File: src/rtl/audio_sample_fifo.sv
// Stereo audio sample FIFO: captures one {left, right} pair per ADC LR clock
// frame and exposes the queue, status and control through an Avalon-MM slave.
module audio_sample_fifo #(
  parameter int unsigned DEPTH       = 64,
  parameter int unsigned AW          = 6,
  parameter int unsigned SYNC_STAGES = 2
) (
  input  logic        clk_clk,
  input  logic        reset_reset_n,
  input  logic [31:0] codec_left,
  input  logic [31:0] codec_right,
  input  logic        aud_adclrck,
  input  logic [1:0]  avs_address,
  input  logic        avs_read,
  input  logic        avs_write,
  input  logic [31:0] avs_writedata,
  output logic [31:0] avs_readdata,
  output logic        irq
);

  localparam logic [AW:0] FullCount = (AW + 1)'(DEPTH);

  logic [SYNC_STAGES-1:0] sync_q;
  logic                   lrck_dly_q;
  logic                   capture_q;

  logic [63:0]   mem [DEPTH];
  logic [AW-1:0] wr_ptr_q, wr_ptr_d;
  logic [AW-1:0] rd_ptr_q, rd_ptr_d;
  logic [AW:0]   count_q, count_d;
  logic          overflow_q, overflow_d;
  logic          underflow_q, underflow_d;
  logic          enable_q, enable_d;
  logic          irq_en_q, irq_en_d;
  logic [7:0]    threshold_q, threshold_d;
  logic [31:0]   readdata_q, readdata_d;
  logic          irq_q, irq_d;

  logic        frame_edge;
  logic        empty, full;
  logic        pop_req, pop, push_req, push, flush;
  logic        status_wr, control_wr;
  logic [63:0] head;
  logic [31:0] status_word, control_word;
  logic        unused_wdata;

  assign frame_edge = lrck_dly_q & ~sync_q[SYNC_STAGES-1];

  assign empty      = (count_q == '0);
  assign full       = (count_q == FullCount);
  assign head       = mem[rd_ptr_q];
  assign status_wr  = avs_write && (avs_address == 2'd2);
  assign control_wr = avs_write && (avs_address == 2'd3);
  assign flush      = control_wr && avs_writedata[2];
  assign pop_req    = avs_read && (avs_address == 2'd1);
  assign push_req   = capture_q && enable_q;
  // Flush wins over both queue operations; a pop frees the slot for a push when full.
  assign pop        = pop_req && !empty && !flush;
  assign push       = push_req && !flush && (!full || pop);

  assign status_word  = {6'd0, underflow_q, overflow_q, 6'd0, full, empty,
                         {(15 - AW){1'b0}}, count_q};
  assign control_word = {8'd0, threshold_q, 14'd0, irq_en_q, enable_q};

  assign unused_wdata = ^{avs_writedata[31:26], avs_writedata[15:3]};

  // LR clock synchronizer, edge-detect delay flop and capture strobe
  always_ff @(posedge clk_clk or negedge reset_reset_n) begin
    if (!reset_reset_n) begin
      sync_q     <= '0;
      lrck_dly_q <= 1'b0;
      capture_q  <= 1'b0;
    end else begin
      sync_q     <= {sync_q[SYNC_STAGES-2:0], aud_adclrck};
      lrck_dly_q <= sync_q[SYNC_STAGES-1];
      capture_q  <= frame_edge;
    end
  end

  // Sample storage; no reset needed since reads of empty slots are masked
  always_ff @(posedge clk_clk) begin
    if (push) begin
      mem[wr_ptr_q] <= {codec_left, codec_right};
    end
  end

  // Next-state for pointers, count, sticky bits, control, read data and irq
  always_comb begin
    wr_ptr_d    = wr_ptr_q;
    rd_ptr_d    = rd_ptr_q;
    count_d     = count_q;
    overflow_d  = overflow_q;
    underflow_d = underflow_q;
    enable_d    = enable_q;
    irq_en_d    = irq_en_q;
    threshold_d = threshold_q;
    readdata_d  = readdata_q;

    if (flush) begin
      wr_ptr_d = '0;
      rd_ptr_d = '0;
      count_d  = '0;
    end else begin
      if (push) wr_ptr_d = wr_ptr_q + 1'b1;
      if (pop)  rd_ptr_d = rd_ptr_q + 1'b1;
      if (push && !pop)      count_d = count_q + 1'b1;
      else if (pop && !push) count_d = count_q - 1'b1;
    end

    if (status_wr) begin
      if (avs_writedata[24]) overflow_d  = 1'b0;
      if (avs_writedata[25]) underflow_d = 1'b0;
    end
    // Setting a sticky bit takes priority over a same-cycle clear
    if (push_req && !flush && full && !pop) overflow_d = 1'b1;
    if (pop_req && empty)                   underflow_d = 1'b1;

    if (control_wr) begin
      enable_d    = avs_writedata[0];
      irq_en_d    = avs_writedata[1];
      threshold_d = avs_writedata[23:16];
    end

    // Reads see pre-write state
    if (avs_read) begin
      unique case (avs_address)
        2'd0:    readdata_d = empty ? 32'd0 : head[63:32];
        2'd1:    readdata_d = empty ? 32'd0 : head[31:0];
        2'd2:    readdata_d = status_word;
        default: readdata_d = control_word;
      endcase
    end

    irq_d = irq_en_q && (threshold_q != 8'd0) && (32'(count_q) >= 32'(threshold_q));
  end

  // State registers
  always_ff @(posedge clk_clk or negedge reset_reset_n) begin
    if (!reset_reset_n) begin
      wr_ptr_q    <= '0;
      rd_ptr_q    <= '0;
      count_q     <= '0;
      overflow_q  <= 1'b0;
      underflow_q <= 1'b0;
      enable_q    <= 1'b0;
      irq_en_q    <= 1'b0;
      threshold_q <= 8'd0;
      readdata_q  <= 32'd0;
      irq_q       <= 1'b0;
    end else begin
      wr_ptr_q    <= wr_ptr_d;
      rd_ptr_q    <= rd_ptr_d;
      count_q     <= count_d;
      overflow_q  <= overflow_d;
      underflow_q <= underflow_d;
      enable_q    <= enable_d;
      irq_en_q    <= irq_en_d;
      threshold_q <= threshold_d;
      readdata_q  <= readdata_d;
      irq_q       <= irq_d;
    end
  end

  assign avs_readdata = readdata_q;
  assign irq          = irq_q;

endmodule

File: config.mk
export PLATFORM = sky130hd
export DESIGN_NAME = audio_sample_fifo
export DESIGN_NICKNAME = d
export VERILOG_FILES = /design/src/rtl/audio_sample_fifo.sv
export SDC_FILE = /design/constraint.sdc
export NUM_CORES = 2
export LEC_CHECK = 0
export CORE_ASPECT_RATIO = 0.5
export CORE_UTILIZATION = 55
export CTS_CLUSTER_DIAMETER = 30
export CTS_CLUSTER_SIZE = 12
export DETAILED_ROUTE_END_ITERATION = 8
export GPL_TIMING_DRIVEN = 0
export HOLD_SLACK_MARGIN = 0.06
export PLACE_DENSITY = 0.72
export SLEW_MARGIN = 20
export SYNTH_ARGS = -nofsm -noshare
export SYNTH_HDL_FRONTEND = slang
export SYNTH_SLANG_ARGS = --single-unit
File: constraint.sdc
create_clock -name clk_clk -period 14.3 [get_ports clk_clk]
set_input_delay 2.86 -clock clk_clk [delete_from_list [all_inputs] [get_ports clk_clk]]
set_output_delay 2.86 -clock clk_clk [all_outputs]
set_load 0.01 [all_outputs]
==> results.py <==
metrics = {
    "outcome": {
        "outcome": "finished clean",
    },
    "timing": {
        "drv_slew": 0,
        "rsz0062_at_grt": "false",
        "hold_viol": 0,
        "fin_skew_ps": 57.4,
        "hold_ws_ps": 358,
        "finalCriticalPeriod_ps": 7220,
        "worst_pin_slew_ps": 1300,
        "fin_crit_sh_pct": 50.5,
        "max_freq_mhz": 139,
        "setup_tns_ps": 0,
        "relSlewSlack_pct": 12.7,
        "final-setup-viol-count": 0,
    },
    "synthesis": {
        "synth_warnings": 0,
        "synth-edff-count": 4096,
        "synth_top_area_share_pct": 77.0,
        "ys_top_cells_by_area": "edfxtp_1 (77%), mux4_2 (11%), mux2i_1 (4.1%), dfrtp_1 (1.1%), a22oi_1 (0.82%)",
        "synth_area_um2": 160000,
        "synth-seq-cells": 4164,
        "syn_inst": 7259,
        "synth_ff_type": "edfxtp_1",
        "synth-async-reset-ratio_pct": 1.63,
        "synth.distinct_cells": 67,
        "syn_area_per_cell_um2": 22.0,
        "syn-num-nets": 7378,
        "yosysSeqAreaShare_pct": 78.1,
        "synth_top_cell_by_area": "edfxtp_1",
    },
    "floorplanning": {
        "rows": 139,
        "start_util_pct": 55.5,
        "die_h_um": 383,
        "die_area_um2": 293000,
        "die_w_um": 764,
        "core_um2": 288000,
        "pin_count": 136,
    },
    "setup_path": {
        "r2r_setup_slack_ps": 8860,
        "worstSetupPathType": "in2reg",
        "r2r_start": "rd_ptr_q[4]",
        "cp-startpoint": "avs_address[0]",
        "end_kind": "flip-flop",
        "required_ps": 15140,
        "r2r_end": "avs_readdata[6]",
        "arrival_ps": 8060,
        "reg2reg_depth": 8,
        "crit_path_max_fanout": 14,
        "cp-start-kind": "input port",
    },
    "clock_network": {
        "cts_buffers": 534,
        "h-tree-depth": 6,
        "clk_pin_slew_ps": 60,
        "insertion_delay_ps": 940,
        "cts_tree": "built",
        "cts.sinks": 4164,
        "cts_setup_buffers": 0,
        "root_buffer": "clkbuf_16",
        "cts_resized": 0,
        "holdBufCountCts": 0,
        "cts_max_path_buffers": 4,
    },
    "power_and_ir_drop": {
        "p_clk_share_pct": 40.3,
        "combPwrFrac_pct": 19.3,
        "power_per_cell_area_nw_per_um2": 176,
        "p_leak_nw": 60.4,
        "p_int_mw": 24.3,
        "irDropWorstVdd_mv": 0.137,
        "seq_power_share_pct": 40.4,
        "p_sw_mw": 9.32,
        "sw_frac_of_total_pct": 27.7,
    },
    "min_path": {
        "worstHoldPathCells": 0,
        "worstHoldStart": "sync_q[0]",
        "min_to": "sync_q[1]",
        "worstHoldPathType": "reg2reg",
    },
    "layout": {
        "area_growth_syn_to_layout_pct": 19.8,
        "final_util_pct": 66.5,
        "nets": 8364,
        "drive_above_1_share_pct": 28.6,
    },
    "placement": {
        "place_hpwl_um": 343000,
        "gp_congestion": 0.944,
        "io_buffers": 114,
    },
    "grt": {
        "overflow": 0,
        "grt_start_max_net_pins": 65,
        "grt_usage_pct": 35.3,
        "grt_pass1_wl_um": 704000,
        "grt_pass1_vias": 87000,
        "antenna_found_initial": 45,
    },
    "route": {
        "final_antenna_net_count": 0,
        "num_vias": 89800,
        "wl_um": 523000,
        "wl_per_cell_um": 41.7,
        "viasPerCell": 7.16,
        "drt_iter0_markers": 17700,
        "drc_errors": 0,
        "dr.pass1.iters": 7,
    },
    "flow_run": {
        "max_cap_violations": 0,
    },
}
==> flip-flops by register name (all words and copies together), names as in the netlist <==
register      count
irq_en_q          1
lrck_dly_q        1
rd_ptr_q          6
overflow_q        1
count_q           7
irq               1
enable_q          1
underflow_q       1
threshold_q       8
avs_readdata     32
sync_q            2
wr_ptr_q          6
capture_q         1
mem            4096
==> critical path: stages <==
cell and delay [ps]:
clkdlybuf4s50_1 690, clkbuf_1 550, inv_1 520, nand2_2 820, clkbuf_1 990, o22ai_1 250, a221oi_1 720, o22ai_1 320
o21ai_0 270
==> metrics by stage <==
stage | cell area [um2] | setup slack (ps) | power, mW | instances
global route | 191000 | 7220 | 34.1 | 12500
detailed placement | 174000 | 6610 | 20.0 | 11600
CTS | 191000 | 7350 | 33.3 | 12500
global placement | 166000 | 578 | 19.9 | 11300
finish | 191000 | 7080 | 33.6 | 12500
floorplan | 160000 | 6860 | 17.5 | 7259
==> power by group through the flow <==
stage / Clock, mW / Combinational [mW] / Sequential, mW
5_1_grt: 14.0 / 6.54 / 13.6
6_report: 13.5 / 6.49 / 13.6
2_1_floorplan: 0 / 3.69 / 13.8
3_5_place_dp: 0 / 6.15 / 13.8
4_1_cts: 13.5 / 6.26 / 13.6
3_3_place_gp: 0 / 5.98 / 13.9
==> routing by layer <==
metal  vias to the layer above  part of all wire, %  GRT usage, %  wire [um]
li1                      32900                    -             -          -
met1                     45900                   33          47.1     175000
met2                      9063                   42          50.3     222000
met3                      1876                   18          16.1      95700
met4                        34                  5.7          15.7      29800
met5                         -                0.062         0.262        324
==> Yosys cell counts, drive strengths merged (27+ instances only) <==
cell type,instances
a21oi,102
a221oi,93
a22o,40
a22oi,174
buf,279
clkbuf,135
dfrtp,68
edfxtp,4096
inv,35
mux2,106
mux2i,648
mux4,798
nand2,91
nand3,27
nor2,97
nor2b,29
nor4,36
o21ai,59
o22ai,186
==> cells by family (layout without fill, tap and decap cells) <==
kind of cell             after synthesis  in the layout  share of synthesized area [%]
flip-flops                          4164           4164                           78.1
adder cells (fa/ha/maj)               16             16                          0.130
AND/OR/NAND/NOR                      330            330                           1.01
other                                  0             27                              0
buffers and inverters                449           1830                           1.48
multiplexers                        1552           1552                           16.1
AO/OA/AOI/OAI                        740            740                           3.23
XOR/XNOR                               8              8                         0.0439
==> final cells by class <==
cell class / instances / area (um2)
Inverter: 35 / 131
Buffer: 414 / 2260
Fill cell: 17200 / 96600
Clock inverter: 307 / 3470
Antenna cell: 27 / 67.6
Sequential cell: 4164 / 125000
Multi-Input combinational cell: 2646 / 33300
Timing Repair Buffer: 450 / 8510
Clock buffer: 624 / 14200
Tap cell: 3877 / 4850
==> layout by cell type (no fill, tap or decap), types with 21 or more instances in the layout <==
cell,synthesis,routed
nand2_1,91,90
a21oi_1,102,102
nor2_1,97,31
mux2i_1,648,647
a221oi_1,93,93
a22oi_1,174,174
dfrtp_1,68,68
o21ai_0,58,58
nor2b_1,29,29
mux4_2,798,798
clkinv_1,0,66
diode_2,0,27
nor2_4,0,65
inv_6,0,29
a22o_1,40,40
clkbuf_16,0,553
buf_6,21,23
buf_4,89,126
buf_1,30,24
nor4_1,35,21
clkinv_2,0,78
buf_2,138,175
mux2_2,106,106
bufinv_16,0,67
o22ai_1,186,186
clkdlybuf4s50_1,0,49
nand3_1,26,26
buf_12,0,197
buf_16,0,129
clkinvlp_4,0,42
clkbuf_1,133,182
edfxtp_1,4096,4096
inv_1,35,35
==> how the worst max path moves through the flow <==
stage / end / slack, ps / depth (start not counted)
2_1_floorplan: mem[31][0] / 6860 / 8
3_3_place_gp: mem[6][46] / 580 / 8
3_5_place_dp: mem[14][59] / 6610 / 12
4_1_cts: mem[14][42] / 7350 / 12
5_1_grt: mem[14][40] / 7220 / 12
6_report: avs_readdata[3] / 7080 / 9
Power figures use the tool's default switching activity.
